[config.mk]
export PLATFORM = sky130hd
export DESIGN_NAME = fixed_point_divider_flat
export DESIGN_NICKNAME = d
export VERILOG_FILES = /design/src/rtl/fixed_point_divider_pkg.sv /design/src/rtl/fixed_point_divider_if.sv /design/src/rtl/fixed_point_divider_div_step.sv /design/src/rtl/fixed_point_divider.sv /design/src/flat_wrapper.sv
export SDC_FILE = /design/constraint.sdc
export NUM_CORES = 1
export LEC_CHECK = 0
export ABC_AREA = 1
export CAP_MARGIN = 20
export CORE_MARGIN = 3
export CORE_UTILIZATION = 45
export DETAILED_ROUTE_END_ITERATION = 7
export GPL_TIMING_DRIVEN = 0
export HOLD_SLACK_MARGIN = 0.05
export PLACE_DENSITY = 0.73
export SYNTH_ARGS = -nofsm -noshare
export SYNTH_HDL_FRONTEND = slang
export SYNTH_SLANG_ARGS = --single-unit
[constraint.sdc]
create_clock -name clk -period 8.75 [get_ports clk]
set_clock_uncertainty 0.05 [all_clocks]
set_input_delay 1.3125 -clock clk [delete_from_list [all_inputs] [get_ports clk]]
set_output_delay 1.3125 -clock clk [all_outputs]
set_load 0.02 [all_outputs]
[src/rtl/fixed_point_divider_pkg.sv]
// Shared types and sizing helpers for the sequential fixed-point divider.
package fixed_point_div_pkg;

   typedef enum logic [1:0] {
      IDLE  = 2'd0,
      CALC  = 2'd1,
      FINAL = 2'd2,
      DONE  = 2'd3
   } state_t;

   // Working numerator width: dividend with the fractional zeros appended.
   function automatic int unsigned calc_num_w(input int unsigned dividend_w,
                                              input int unsigned frac_bits);
      return dividend_w + frac_bits;
   endfunction

   // Step counter must hold N plus the guard step.
   function automatic int unsigned calc_cnt_w(input int unsigned num_w);
      return $clog2(num_w + 2);
   endfunction

endpackage

[src/rtl/fixed_point_divider_if.sv]
// Start/Ack coprocessor handshake and operand/result bus for the divider.
interface fixed_point_divider_if #(
   parameter int unsigned DIVIDEND_W = 16,
   parameter int unsigned DIVISOR_W  = 16,
   parameter int unsigned QUOT_W     = 16
);
   logic                  start;
   logic                  round;
   logic [DIVIDEND_W-1:0] dividend;
   logic [DIVISOR_W-1:0]  divisor;
   logic [QUOT_W-1:0]     quotient;
   logic                  div_zero;
   logic                  sat;
   logic                  busy;
   logic                  ack;

   modport master (
      output start, round, dividend, divisor,
      input  quotient, div_zero, sat, busy, ack
   );

   modport slave (
      input  start, round, dividend, divisor,
      output quotient, div_zero, sat, busy, ack
   );
endinterface

[src/rtl/fixed_point_divider_div_step.sv]
// One combinational restoring-division iteration.
module div_step #(
   parameter int unsigned DIVISOR_W = 16
) (
   input  logic [DIVISOR_W:0]   rem,
   input  logic                 next_bit,
   input  logic [DIVISOR_W-1:0] divisor,
   output logic [DIVISOR_W:0]   rem_next_c,
   output logic                 q_bit_c
);
   localparam int unsigned REM_W = DIVISOR_W + 1;
   localparam int unsigned SH_W  = REM_W + 1;

   logic [SH_W-1:0]  shifted;
   logic [REM_W-1:0] diff;

   // Partial remainder stays below the divisor, so the shifted value fits REM_W bits.
   always_comb begin
      shifted    = {rem, next_bit};
      q_bit_c    = (shifted >= SH_W'(divisor));
      diff       = shifted[REM_W-1:0] - REM_W'(divisor);
      rem_next_c = q_bit_c ? diff : shifted[REM_W-1:0];
   end
endmodule

[src/rtl/fixed_point_divider.sv]
// Sequential unsigned fixed-point divider: quotient = (dividend << FRAC_BITS) / divisor,
// with optional round-half-up and saturation, behind a Start/Ack handshake.
module fixed_point_divider
   import fixed_point_div_pkg::*;
#(
   parameter int unsigned DIVIDEND_W = 16,
   parameter int unsigned DIVISOR_W  = 16,
   parameter int unsigned FRAC_BITS  = 16,
   parameter int unsigned QUOT_W     = 16
) (
   input  logic                  clk,
   input  logic                  rst,
   fixed_point_divider_if.slave  bus
);
   localparam int unsigned N     = calc_num_w(DIVIDEND_W, FRAC_BITS);
   localparam int unsigned CNT_W = calc_cnt_w(N);
   localparam int unsigned REM_W = DIVISOR_W + 1;
   localparam int unsigned R_W   = N + 1;

   state_t               state, state_next;
   logic [N-1:0]         num_q, num_d;
   logic [N-1:0]         qsh_q, qsh_d;
   logic [REM_W-1:0]     rem_q, rem_d;
   logic [DIVISOR_W-1:0] dvs_q, dvs_d;
   logic [CNT_W-1:0]     cnt_q, cnt_d;
   logic                 round_q, round_d;
   logic                 guard_q, guard_d;
   logic [QUOT_W-1:0]    quot_q, quot_d;
   logic                 dz_q, dz_d;
   logic                 sat_q, sat_d;
   logic                 busy_q, busy_d;
   logic                 ack_q, ack_d;

   logic [REM_W-1:0]     step_rem;
   logic                 step_bit;
   logic [R_W-1:0]       rounded;
   logic                 ovf;

   div_step #(.DIVISOR_W(DIVISOR_W)) u_step (
      .rem        (rem_q),
      .next_bit   (num_q[N-1]),
      .divisor    (dvs_q),
      .rem_next_c (step_rem),
      .q_bit_c    (step_bit)
   );

   assign rounded = {1'b0, qsh_q} + R_W'(round_q & guard_q);
   assign ovf     = ((rounded >> QUOT_W) != '0);

   always_ff @(posedge clk or posedge rst) begin
      if (rst) state <= IDLE;
      else     state <= state_next;
   end

   always_comb begin
      state_next = state;
      case (state)
         IDLE:    if (bus.start) state_next = CALC;
         CALC:    if (cnt_q == '0) state_next = FINAL;
         FINAL:   state_next = DONE;
         DONE:    state_next = IDLE;
         default: state_next = IDLE;
      endcase
   end

   // Datapath and registered-output next values per state.
   always_comb begin
      num_d   = num_q;
      qsh_d   = qsh_q;
      rem_d   = rem_q;
      dvs_d   = dvs_q;
      cnt_d   = cnt_q;
      round_d = round_q;
      guard_d = guard_q;
      quot_d  = quot_q;
      dz_d    = dz_q;
      sat_d   = sat_q;
      busy_d  = (state_next != IDLE);
      ack_d   = 1'b0;
      case (state)
         IDLE: begin
            if (bus.start) begin
               num_d   = {bus.dividend, {FRAC_BITS{1'b0}}};
               dvs_d   = bus.divisor;
               round_d = bus.round;
               rem_d   = '0;
               qsh_d   = '0;
               guard_d = 1'b0;
               cnt_d   = CNT_W'(N);
            end
         end
         CALC: begin
            rem_d = step_rem;
            num_d = num_q << 1;
            // Final pass with cnt==0 consumes a zero bit and yields the round bit.
            if (cnt_q == '0) begin
               guard_d = step_bit;
            end else begin
               qsh_d = {qsh_q[N-2:0], step_bit};
               cnt_d = cnt_q - CNT_W'(1);
            end
         end
         FINAL: begin
            ack_d = 1'b1;
            if (dvs_q == '0) begin
               quot_d = '1;
               dz_d   = 1'b1;
               sat_d  = 1'b1;
            end else if (ovf) begin
               quot_d = '1;
               dz_d   = 1'b0;
               sat_d  = 1'b1;
            end else begin
               quot_d = rounded[QUOT_W-1:0];
               dz_d   = 1'b0;
               sat_d  = 1'b0;
            end
         end
         default: ;
      endcase
   end

   always_ff @(posedge clk or posedge rst) begin
      if (rst) begin
         num_q   <= '0;
         qsh_q   <= '0;
         rem_q   <= '0;
         dvs_q   <= '0;
         cnt_q   <= '0;
         round_q <= 1'b0;
         guard_q <= 1'b0;
         quot_q  <= '0;
         dz_q    <= 1'b0;
         sat_q   <= 1'b0;
         busy_q  <= 1'b0;
         ack_q   <= 1'b0;
      end else begin
         num_q   <= num_d;
         qsh_q   <= qsh_d;
         rem_q   <= rem_d;
         dvs_q   <= dvs_d;
         cnt_q   <= cnt_d;
         round_q <= round_d;
         guard_q <= guard_d;
         quot_q  <= quot_d;
         dz_q    <= dz_d;
         sat_q   <= sat_d;
         busy_q  <= busy_d;
         ack_q   <= ack_d;
      end
   end

   assign bus.quotient = quot_q;
   assign bus.div_zero = dz_q;
   assign bus.sat      = sat_q;
   assign bus.busy     = busy_q;
   assign bus.ack      = ack_q;
endmodule
[src/flat_wrapper.sv]
// flat-port wrapper written by rule: the top's interface ports become plain ports
module fixed_point_divider_flat import fixed_point_div_pkg::*;
#(
   parameter int unsigned DIVIDEND_W = 16,
   parameter int unsigned DIVISOR_W  = 16,
   parameter int unsigned FRAC_BITS  = 16,
   parameter int unsigned QUOT_W     = 16
)
  (clk, rst, bus_start, bus_round, bus_dividend, bus_divisor, bus_quotient, bus_div_zero, bus_sat, bus_busy, bus_ack);
  fixed_point_divider_if #(.DIVIDEND_W(DIVIDEND_W), .DIVISOR_W(DIVISOR_W), .QUOT_W(QUOT_W)) bus_i ();
  input  logic clk;
  input  logic rst;
  input wire logic [$bits(bus_i.start)-1:0] bus_start;
  input wire logic [$bits(bus_i.round)-1:0] bus_round;
  input wire logic [$bits(bus_i.dividend)-1:0] bus_dividend;
  input wire logic [$bits(bus_i.divisor)-1:0] bus_divisor;
  output wire logic [$bits(bus_i.quotient)-1:0] bus_quotient;
  output wire logic [$bits(bus_i.div_zero)-1:0] bus_div_zero;
  output wire logic [$bits(bus_i.sat)-1:0] bus_sat;
  output wire logic [$bits(bus_i.busy)-1:0] bus_busy;
  output wire logic [$bits(bus_i.ack)-1:0] bus_ack;
  assign bus_i.start = bus_start;
  assign bus_i.round = bus_round;
  assign bus_i.dividend = bus_dividend;
  assign bus_i.divisor = bus_divisor;
  assign bus_quotient = bus_i.quotient;
  assign bus_div_zero = bus_i.div_zero;
  assign bus_sat = bus_i.sat;
  assign bus_busy = bus_i.busy;
  assign bus_ack = bus_i.ack;
  fixed_point_divider #(.DIVIDEND_W(DIVIDEND_W), .DIVISOR_W(DIVISOR_W), .FRAC_BITS(FRAC_BITS), .QUOT_W(QUOT_W)) u_core (.clk(clk), .rst(rst), .bus(bus_i));
endmodule
# --- After elaboration in Yosys (flattened, before gate mapping) ---
# Cells that the tools add are included.
totals:
  ff_bits: 127
  input_bits: 36
  output_inout_bits: 20
  elab_cells: 57
classes:
  n_addsub: 3
  magnitude_cmp: 1
  n_eq_ne: 6
  n_mux: 23
  bitwise: 1
  n_reduce_logical: 10
op_table:
  columns: ["cell", "count"]
  rows:
  - ["$pmux W32 S2", 2]
  - ["$mux W32", 3]
  - ["$mux W17", 2]
  - ["$pmux W17 S2", 1]
  - ["$add A32 B33 Y33", 1]
  - ["$reduce_bool A33 Y1", 1]
  - ["$mux W16", 2]
  - ["$ge A18 B16 Y1", 1]
  - ["$sub A17 B16 Y17", 1]
  - ["$logic_not A16 Y1", 1]
  - ["$mux W6", 2]
  - ["$pmux W6 S2", 1]
  - ["$pmux W2 S4", 1]
  - ["$logic_not A6 Y1", 1]
  - ["$mux W1", 6]
  - ["$reduce_and A3 Y1", 2]
  - ["$sub A6 B1 Y6 const B", 1]
  - ["$eq A2 B2 Y1 const B", 2]
  - ["$mux W2", 2]
  - ["$ne A2 B2 Y1 const B", 2]
  - ["$reduce_and A2 Y1", 2]
  - ["$reduce_bool A2 Y1", 2]
  - ["$eq A2 B1 Y1 const B", 1]
  - ["$logic_not A2 Y1", 1]
  - ["3 further kinds", 3]

# --- Depth between registers and ports, before layout ---
# Gate-level depths: netlist of the first run.
depth:
  word_depth: 5
  ltp_mapped: 18
  ltp_nobuf: 17

# --- Hierarchy ---
# Synthesis of the first run repeated with hierarchy kept, for this count alone.
unflattened:
  hier_cells: 1070
  area_unflattened_um2: 7357.1
by_module_without_submodules:
  columns: ["mod", "n_inst", "cells_per_inst", "area_each_um2", "seq_area_each_um2"]
  rows:
  - ["fixed_point_divider", 1, 782, 5881.9, 2777.7]
  - ["div_step", 1, 288, 1475.2, 0.0]

# --- Worst setup path after synthesis of the first run ---
# OpenSTA, ideal clock, no wires.
synth_timing:
  path_kind: "input to register"
  start: "in bus_start"
  end: "reg u_core.cnt_q[5]"
  setup_ns: 0.124
  arrival_time_ns: 2.582
  required_time_ns: 8.576
  path_slack_ns: 5.994
  cell_stages: 9
  n_path_buf: 0
  cell_sequence: "nand2_1 -> nor2_2 -> nor2_1 -> nor2_2 -> inv_1 -> nor4_2 -> nand3b_1 -> a21oi_1 -> o21ai_1"
synth_between:
  elab_chain_cells: 2
synth_lines:
  columns: ["element", "line", "text"]
  rows:
  - ["from (decl)", "flat_wrapper.sv:13", "input wire logic [$bits(bus_i.start)-1:0] bus_start;"]
  - ["$ne A2 B2 Y1 (no line)", null, null]
  - ["$reduce_and A3 Y1 (no line)", null, null]
  - ["to (signal assigned)", "fixed_point_divider.sv:142", "cnt_q <= cnt_d;"]
  - ["to (decl)", "fixed_point_divider.sv:25", "logic [CNT_W-1:0] cnt_q, cnt_d;"]
# No other way between the ends.
# A chain may end at the register's enable or synchronous reset.

# --- Final worst setup path of the first run ---
# Ends and elaborated chain as after synthesis.

==> results of run 1 <==
state kept, by name (all words and copies together), names as in the netlist, 2 cells and up:
name / count
u_core.state: 2
u_core.qsh_q: 32
u_core.rem_q: 17
u_core.bus.quotient: 16
u_core.dvs_q: 16
u_core.cnt_q: 6
u_core.num_q: 16
routing by layer:
metal	wire [um]	vias to the layer above	GRT usage, %	part of all wire [%]
met2	7250	115	31.8	45
li1	-	3049	-	-
met5	0	-	0	0
met4	325	0	6.80	2.0
met1	8020	2753	30.5	50
met3	576	22	3.97	3.6
cell usage after synthesis, drive strengths merged:
cell type	number	area share, %
nor2	111	7.2
nand3	70	5.4
fa	1	0.30
nor3	4	0.30
nand4	9	0.85
o21a	1	0.11
a21o	2	0.23
buf	4	0.41
clkbuf	21	1.2
a21oi	31	2.3
or2	5	0.47
and2	1	0.094
ha	20	3.8
inv	135	7.6
dfrtp	111	42
a22oi	2	0.23
o22ai	32	3.0
nand3b	2	0.23
xor2	16	2.1
nor4	2	0.28
nand2	255	15
o21ai	54	4.1
o21bai	17	2.5
a31oi	2	0.19
xnor2	5	0.66
power by group through the flow:
stage | logic (W) | registers, W | clock network, W
after detailed placement | 0.00171 | 0.000889 | 0
final | 0.00172 | 0.000883 | 0.000406
after floorplan | 0.00132 | 0.000869 | 0
after CTS | 0.00172 | 0.000882 | 0.000413
after global placement | 0.00169 | 0.000886 | 0
after global routing | 0.00197 | 0.000911 | 0.000434
cell type report:
type / count / area [um^2] / area share (%)
buffer: 25 / 106 / 1.37
clock inverter: 5 / 41.3 / 0.533
timing repair buffer: 56 / 578 / 7.46
inverter: 135 / 509 / 6.58
tap: 180 / 225 / 2.91
sequential: 111 / 2780 / 35.9
multi-input combinational: 642 / 3270 / 42.2
clock buffer: 10 / 239 / 3.09
metrics by stage:
| stage | power, W | util [%] |
|---|---|---|
| 6_report | 0.00301 | 54.7 |
| 3_5_place_dp | 0.00260 | 52.7 |
| 2_1_floorplan | 0.00219 | - |
| 5_1_grt | 0.00332 | 54.7 |
| 3_3_place_gp | 0.00257 | 52.5 |
| 4_1_cts | 0.00301 | 54.7 |
cell families after synthesis:
logic type / share of synthesized area (%)
compound gates: 12.6
xor+xnor: 2.76
fa+ha+maj: 4.06
buf+inv: 9.21
flops: 41.7
simple gates: 29.6
worst min-delay path: cells and delay by family, from the launching register on:
kind / cells / cell delay, ns
and+or+nand+nor: 1 / 0.05
DFF: 1 / 0.35
AOI/OAI and AO/OA: 1 / 0.06
path summary, 6_finish.rpt:
check,startpoint,endpoint,slack [ns],depth (start not counted)
max in group asynchronous,rst,u_core.bus.quotient[1],6.57,3
max,bus_start,u_core.cnt_q[5],5.37,10
min reg2reg,u_core.num_q[26],u_core.num_q[26],0.44,2
max reg2reg,u_core.num_q[31],u_core.rem_q[13],5.80,14
min,u_core.num_q[26],u_core.num_q[26],0.44,2
min in group asynchronous,rst,u_core.qsh_q[19],1.37,2
==> results by group, run 1 <==
Outcome
  • Status: finished clean

Detailed routing
  • DRT Pass-1 Iters: 5
  • Post-route ant nets: 0
  • WL/cell: ~14 um
  • Initial drt markers: 473
  • DR vias: just under 6000
  • # DRC: 0
  • Vias per cell: 5.10
  • WL final: 16.2 mm

STA
  • WHS: roughly 0.44 ns
  • Max-slew violations: 0
  • Slew @ Worst Pin: roughly 0.7 ns
  • Min Tclk post-route: 3.38 ns
  • Final period util: 38.6%
  • Final hold violations: 0
  • Achievable frequency: 0.296 GHz
  • Max_slew headroom: a little over half
  • PnR worst setup slack: between 5 and 6 ns
  • RSZ-0062 raised after global routing: no
  • Final setup viols: 0
  • TNS Setup: 0 ns

Clock network
  • CTS-repair resized insts: 0
  • Hold Buf Count CTS: 0
  • Setup bufs post-CTS: 0
  • CTS tree: built
  • Worst-path clk slew: 0.08 ns
  • CTS max path bufs: 2
  • CTS H-tree depth: 3
  • Skew-Pair Late Insertion Delay: 0.37 ns
  • CTS Root Cell: clkbuf_16
  • Clock net sink count: 111
  • TritonCTS buffer count: 9

Critical path
  • Worst path most repeated cell: nor2_2
  • Required time of the worst setup path: 8.96 ns
  • Crit. End Element: flip-flop
  • Arr. time, crit path: 3.59 ns
  • CP Class: in -> reg
  • Top Family by Delay on Critical Path: simple AND/OR/NAND/NOR gates
  • Max stage delay on crit path: around 0.48 ns
  • Crit-path cells: clkdlybuf4s50_1, nand2_1, nor2_2, nor2_1, nor2_2, inv_1, nor4_2, nand3b_1, a21oi_1, o21ai_1
  • Worst Path Max Fanout: 10
  • Critical path startpoint category: input port
  • Crit path buffers/inverters: 2
  • Slowest-stage cell, CP: clkdlybuf4s50_1

Flow run
  • Max Cap Violations: 0

Floorplanning
  • Chip height: 128 um
  • Die area: 16300 um^2
  • Initial Util: 47.1%
  • Rows: 43
  • IO Count: 56
  • Core ar.: between 10000 and 15000 um^2
  • Die W: roughly 130 um

Power and ir drop
  • Max IR drop VDD: a little under 0.2 mV
  • Combinational share of power: 57.2%
  • PwrDens: 389 nW/um^2
  • Sw Ratio: 47.9%
  • Leak pwr: between 3 and 4 nW
  • Clock share of power: 13.5%
  • Sequential power share: between 20 and 30%
  • Psw: between 0.001 and 0.0015 W
  • Cell Int Power: 0.00157 W

Cells and area
  • Post-route cell area: around 7700 um^2
  • Fillers: about 1400
  • Ant. Diodes: 0
  • Layout net count: between 1000 and 1500
  • Fin cells: 1164
  • Most common cell after layout, fill and taps aside: nand2_1
  • Most frequent cells in the layout: nand2_1 (248), inv_1 (132), dfrtp_1 (111), nor2_1 (94), nand3_1 (68)
  • P&R area growth vs syn: 16.3%
  • Ratio of cells with drive above 1 in the final layout: 6.50%

Logic synthesis
  • Average size of a mapped cell: 7.29 um^2
  • Synth warn: 0
  • Synth Cell Area: 6660 um^2
  • Synth Register Bits: roughly 110
  • Synth cell types: 37
  • Register area share after synthesis: approximately two fifths
  • Net count after synthesis: 970
  • Mapped Cells: slightly above 900

Placement
  • I/O Buffers: 55
  • Final Wtd Congestion: 0.947
  • Hpwl dp: approximately 12 mm
  • Placed Instance Area: around 7500 um^2
  • Place WS: 4.96 ns
  • Placed cells: approximately 1100

Global routing
  • Global route total overflow: 0
  • Vias in the first global route: 5800
  • GRT Util Overall: 21.0%
  • First-pass GRT wire length: 27.7 mm
  • Largest net degree at the start of global routing: 59
  • Initial antenna violation count: 0

Hold path
  • Hold Crit Class: reg -> reg
No activity file was read; power rests on OpenSTA's default activity.
==> inputs of run 2 (changes only) <==
==> constraint.sdc (replaced) <==
create_clock -name clk -period 3.4 [get_ports clk]
set_clock_uncertainty 0.05 [all_clocks]
set_input_delay 0.51 -clock clk [delete_from_list [all_inputs] [get_ports clk]]
set_output_delay 0.51 -clock clk [all_outputs]
set_load 0.02 [all_outputs]
==> run 2 against run 1 <==
Net effect: wire length grew 1.1%; critical path depth grew 4; via count shrank 0.10%; global-route usage shrank 0.082 points; setup slack lost 4.8 ns; critical endpoint is now u_core.rem_q[13]; cell count grew 0.26%; critical path type is now reg -> reg; combinational power grew to 2.6 times the previous value.
==> results by group, run 2 (same netlist as run 1, synthesis figures left out) <==
Clock network
  • CTS Root Cell: clkbuf_16
  • Skew-Pair Late Insertion Delay: ~0.36 ns
  • Setup bufs post-CTS: 0
  • Hold Buf Count CTS: 0
  • CTS max path bufs: 2
  • CTS tree: built
  • TritonCTS buffer count: 9
  • Clock net sink count: 111
  • CTS-repair resized insts: 0
  • Worst-path clk slew: 0.08 ns
  • CTS H-tree depth: 3

Cells and area
  • Ratio of cells with drive above 1 in the final layout: 6.79%
  • Fillers: around 1300
  • Core Util, Final: around 55%
  • Largest regs: u_core.qsh_q: 32 flops, u_core.rem_q: 17 flops
  • P&R area growth vs syn: 17.0%
  • Ant. Diodes: 0
  • Most frequent cells in the layout: nand2_1 (248), inv_1 (132), dfrtp_1 (111), nor2_1 (94), nand3_1 (68)
  • Biggest register: u_core.qsh_q
  • Layout net count: 1039
  • Most common cell after layout, fill and taps aside: nand2_1
  • Largest register FFs: 32

Placement
  • Hpwl dp: 12.8 mm
  • I/O Buffers: 55
  • Final Wtd Congestion: 0.922

Power and ir drop
  • Psw: 0.00375 W
  • Combinational share of power: 57.2%
  • Sw Ratio: 48.2%
  • Cell Int Power: between 0.004 and 0.005 W
  • Sequential power share: 29.4%
  • Max IR drop VDD: ~0.44 mV
  • PwrDens: 1000 nW/um^2
  • Leak pwr: 3.52 nW
  • Clock share of power: between 10% and 20%

Floorplanning
  • Core ar.: ~14000 um^2
  • Chip height: 128 um
  • Die area: 16300 um^2
  • Die W: 128 um
  • Rows: 43
  • IO Count: 56
  • Initial Util: 47.1%

STA
  • Final setup viols: 0
  • Slew @ Worst Pin: just under 0.7 ns
  • Final period util: 84.7%
  • TNS Setup: 0 ns
  • Final hold violations: 0
  • Max-slew violations: 0
  • Min Tclk post-route: 2.88 ns
  • WHS: between 0.4 and 0.5 ns
  • Max_slew headroom: a little over half
  • RSZ-0062 raised after global routing: no
  • Achievable frequency: between 0.3 and 0.4 GHz

Global routing
  • Vias in the first global route: 5783
  • Largest net degree at the start of global routing: 33
  • First-pass GRT wire length: 27.7 mm
  • Global route total overflow: 0
  • Initial antenna violation count: 0
  • GRT Util Overall: 20.9%

Detailed routing
  • DRT Pass-1 Iters: 5
  • DR vias: a little under 6000
  • # DRC: 0
  • WL final: 16.3 mm
  • WL/cell: 14.0 um
  • Post-route ant nets: 0
  • Initial drt markers: 381
  • Vias per cell: about 5.1

Hold path
  • Hold Crit Class: reg -> reg

Outcome
  • Status: finished clean

Critical path
  • Slowest-stage cell, CP: fa_1
  • Arr. time, crit path: between 3 and 4 ns
  • Critical path startpoint category: flip-flop
  • Worst Path Max Fanout: 10
  • Max stage delay on crit path: 0.41 ns
  • Required time of the worst setup path: 3.60 ns
  • CP Class: reg -> reg
  • Worst path most repeated cell: nand2_1
  • Crit. End Element: flip-flop
  • Crit-path cells: inv_1, ha_1, fa_1, o21ai_1, a21oi_1, o21ai_1, nand2_1, nand2_1, nand2_2, nand2_2, buf_4, nand2_1, nand3_1, nand2_1

Flow run
  • Max Cap Violations: 0
## run 2: path summary, 6_finish.rpt
kind | startpoint | end | slack [ns] | cells past startpoint
setup / recovery | u_core.num_q[31] | u_core.rem_q[13] | 0.52 | 14
hold / removal | u_core.round_q | u_core.round_q | 0.43 | 2
setup reg to reg | u_core.num_q[31] | u_core.rem_q[13] | 0.52 | 14
hold reg to reg | u_core.round_q | u_core.round_q | 0.43 | 2
max in group asynchronous | rst | u_core.cnt_q[2] | 2.03 | 4
min in group asynchronous | rst | u_core.dvs_q[9] | 0.51 | 2
## run 2: worst max-delay path, delay by kind of cell, from the launching register on
| family | cells | cell delay (ns) |
|---|---|---|
| buf+inv | 2 | 0.30 |
| simple gates | 7 | 0.77 |
| compound gates | 3 | 0.68 |
| flops | 1 | 0.33 |
| fa+ha+maj | 2 | 0.65 |
## run 2: layer usage
layer	vias up	track usage [%]	part of all wire [%]
met1	2767	28.6	49
met3	14	3.89	3.2
met5	-	0	0
met2	105	35.4	47
met4	0	3.75	0.90
li1	3047	-	-
## run 2: cell type report
| cell class | instances | area [um^2] | area share (%) |
|---|---|---|---|
| clock inverter | 7 | 65.1 | 0.835 |
| sequential | 111 | 2780 | 35.7 |
| buffer | 25 | 106 | 1.37 |
| multi-input combinational | 642 | 3270 | 42.0 |
| clock buffer | 9 | 225 | 2.89 |
| timing repair buffer | 58 | 611 | 7.84 |
| tap | 180 | 225 | 2.89 |
| inverter | 135 | 510 | 6.56 |
## run 2: power groups by stage
| stage | sequential, W | clock (W) | combinational [W] |
|---|---|---|---|
| global placement | 0.00228 | 0 | 0.00434 |
| finish | 0.00229 | 0.00105 | 0.00445 |
| detailed placement | 0.00229 | 0 | 0.00443 |
| CTS | 0.00228 | 0.00107 | 0.00445 |
| global route | 0.00235 | 0.00112 | 0.00508 |
| floorplan | 0.00224 | 0 | 0.00340 |
## run 2: through the flow
| stage | cells | instance area [um^2] | setup WS (ns) | total power [W] |
|---|---|---|---|---|
| 6_report | 1167 | 7790 | 0.520 | 0.00778 |
| 3_3_place_gp | 1148 | 7440 | 0.358 | 0.00663 |
| 2_1_floorplan | 913 | 6660 | 1.07 | 0.00563 |
| 5_1_grt | 1167 | 7790 | 0.239 | 0.00856 |
| 3_5_place_dp | 1151 | 7500 | 0.363 | 0.00672 |
| 4_1_cts | 1167 | 7790 | 0.517 | 0.00780 |
==> inputs of run 3 (changes only) <==
--- a/config.mk
+++ b/config.mk
@@ -12,7 +12,7 @@
 export DETAILED_ROUTE_END_ITERATION = 7
 export GPL_TIMING_DRIVEN = 0
 export HOLD_SLACK_MARGIN = 0.05
-export PLACE_DENSITY = 0.73
+export PLACE_DENSITY = 0.75
 export SYNTH_ARGS = -nofsm -noshare
 export SYNTH_HDL_FRONTEND = slang
 export SYNTH_SLANG_ARGS = --single-unit
==> constraint.sdc (replaced) <==
create_clock -name clk -period 2.5 [get_ports clk]
set_clock_uncertainty 0.05 [all_clocks]
set_input_delay 0.375 -clock clk [delete_from_list [all_inputs] [get_ports clk]]
set_output_delay 0.375 -clock clk [all_outputs]
set_load 0.02 [all_outputs]
==> run 3 against run 2 <==
Net effect: register-to-register slack worse by 0.41 ns; final area up 4.1%; worst hold slack worse by 0.099 ns; global-route usage increased by 0.46 points; total power increased by 49%; utilization is 2.2 points higher; cell count increased by 1.5%; fmax increased by 21%; non-clock buffer count increased by 17; sequential power is 37% higher; critical path type unchanged; highest routed layer unchanged.
==> results by group, run 3 (same netlist as run 1, synthesis figures left out) <==
Clock network
  • Clock net sink count: 111
  • Hold Buf Count CTS: 0
  • Skew-Pair Late Insertion Delay: 0.36 ns
  • CTS max path bufs: 2
  • CTS tree: built
  • CTS H-tree depth: 3
  • TritonCTS buffer count: 9
  • Worst-path clk slew: 0.08 ns
  • CTS Root Cell: clkbuf_16

Cells and area
  • Most frequent cells in the layout: nand2_1 (246), inv_1 (131), dfrtp_1 (111), nor2_1 (93), nand3_1 (67)
  • Ant. Diodes: 0
  • Most common cell after layout, fill and taps aside: nand2_1
  • Largest regs: u_core.qsh_q: 32 flops, u_core.rem_q: 17 flops
  • Fin cells: 1184
  • Largest register FFs: 32
  • P&R area growth vs syn: 21.7%
  • Core Util, Final: 57.3%
  • Layout net count: roughly 1100
  • Biggest register: u_core.qsh_q
  • Ratio of cells with drive above 1 in the final layout: 9.76%
  • Fillers: 1317

STA
  • TNS Setup: 0 ns
  • RSZ-0062 raised after global routing: yes
  • Final hold violations: 0
  • Max-slew violations: 0
  • WHS: 0.333 ns
  • Final setup viols: 0
  • Final period util: around 96%
  • Achievable frequency: 0.418 GHz
  • Max_slew headroom: approximately 60%
  • Min Tclk post-route: 2.39 ns
  • Slew @ Worst Pin: 0.616 ns

Critical path
  • Crit. End Element: flip-flop
  • Crit-path cells: nand2_2, inv_2, ha_4, ha_4, nand3_4, inv_4, nand2_8, nor2_4, nand2_1, nand2_1, nand2_1, nor2_1, nand3_2, nor2_4, nand2_4, clkbuf_16, o21bai_2, inv_1
  • CP Class: reg -> reg
  • FF-to-FF Start: u_core.guard_q
  • Arr. time, crit path: 2.60 ns
  • Slowest-stage cell, CP: dfrtp_1
  • Critical path startpoint category: flip-flop
  • Required time of the worst setup path: 2.71 ns
  • Max stage delay on crit path: 0.37 ns
  • FF-to-FF path depth: 18
  • Worst Path Max Fanout: 6
  • R2r setup slk: 0.11 ns
  • Worst R2R End: u_core.bus.quotient[4]
  • Worst path most repeated cell: nand2_1

Detailed routing
  • Initial drt markers: 407
  • WL final: 17.0 mm
  • DR vias: slightly above 6000
  • WL/cell: 14.3 um
  • # DRC: 0
  • Vias per cell: 5.19
  • Post-route ant nets: 0
  • DRT Pass-1 Iters: 5

Floorplanning
  • Chip height: 128 um
  • Die area: 16300 um^2
  • IO Count: 56
  • Rows: 43
  • Core ar.: roughly 14000 um^2
  • Initial Util: 47.1%
  • Die W: approximately 130 um

Global routing
  • Largest net degree at the start of global routing: 36
  • GRT Util Overall: a little over a fifth
  • Global route total overflow: 0
  • Initial antenna violation count: 0
  • First-pass GRT wire length: 28.4 mm
  • Vias in the first global route: roughly 5900

Flow run
  • Max Cap Violations: 0

Hold path
  • Hold Crit Class: in -> async

Placement
  • Hpwl dp: between 10 and 15 mm
  • Placed cells: 1151
  • I/O Buffers: 55
  • Final Wtd Congestion: between 0.9 and 1

Power and ir drop
  • Leak pwr: between 3 and 4 nW
  • Max IR drop VDD: 0.750 mV
  • PwrDens: 1430 nW/um^2

Outcome
  • Status: finished clean
run 3: cell count changes in the layout (fill, tap and decap cells not counted), sizes merged:
cell	change
buf	+16
clkinv	-3
clkinvlp	+2
bufinv	+1
clkbuf	+1
run 3: through the flow:
stage          power, W  area, um^2  worst slack, ns
2_1_floorplan   0.00766        6660            0.167
3_3_place_gp    0.00902        7440           -0.415
3_5_place_dp    0.00915        7500           -0.355
4_1_cts          0.0110        7930           0.0120
5_1_grt          0.0127        8100         -0.00783
6_report         0.0116        8100            0.110
run 3: where the power goes:
group / internal, W / switching, W / leakage [nW]
clock network: 0.000801 / 0.000733 / 0.147
logic: 0.00281 / 0.00415 / 2.16
registers: 0.00257 / 0.000555 / 1.32
total: 0.00618 / 0.00544 / 3.63
run 3: timing repair:
item	4_1_cts	5_1_grt
gates cloned	0	1
setup endpoints to repair	37	34
pin swaps	4	9
setup buffers	6	10
resized for setup	16	19
run 3: worst max path at each step:
| stage | from | to | slack, ns |
|---|---|---|---|
| after floorplan | u_core.num_q[31] | u_core.rem_q[10] | 0.17 |
| after global placement | rst | u_core.num_q[27] | -0.41 |
| after detailed placement | u_core.num_q[31] | u_core.rem_q[10] | -0.35 |
| after CTS | u_core.num_q[31] | u_core.rem_q[10] | 0.01 |
| after global routing | u_core.round_q | u_core.bus.quotient[2] | -0.008 |
| final | u_core.guard_q | u_core.bus.quotient[4] | 0.11 |
run 3: cell type report:
type	instances	area, um^2	area share [%]
multi-input cells	642	3390	41.8
flip-flops and latches	111	2780	34.3
repair buffers	75	756	9.33
inverters	135	513	6.33
clock buffers	9	225	2.78
well taps	180	225	2.78
plain buffers	25	126	1.56
clock inverters	7	90.1	1.11
run 3: critical path, delay by kind of cell (launching register included):
| kind | cells | cell delay [ns] |
|---|---|---|
| DFF | 1 | 0.37 |
| AOI/OAI and AO/OA | 1 | 0.11 |
| buffers and inverters | 4 | 0.39 |
| and+or+nand+nor | 11 | 1.06 |
| adders and majority gates | 2 | 0.31 |
run 3: routing by layer:
metal,global-route usage (%),vias to the layer above,routed length (um)
met5,0,-,0
met4,5.62,0,304
met3,3.89,27,819
met2,34.9,147,7880
met1,29.6,2896,7950
li1,-,3073,-
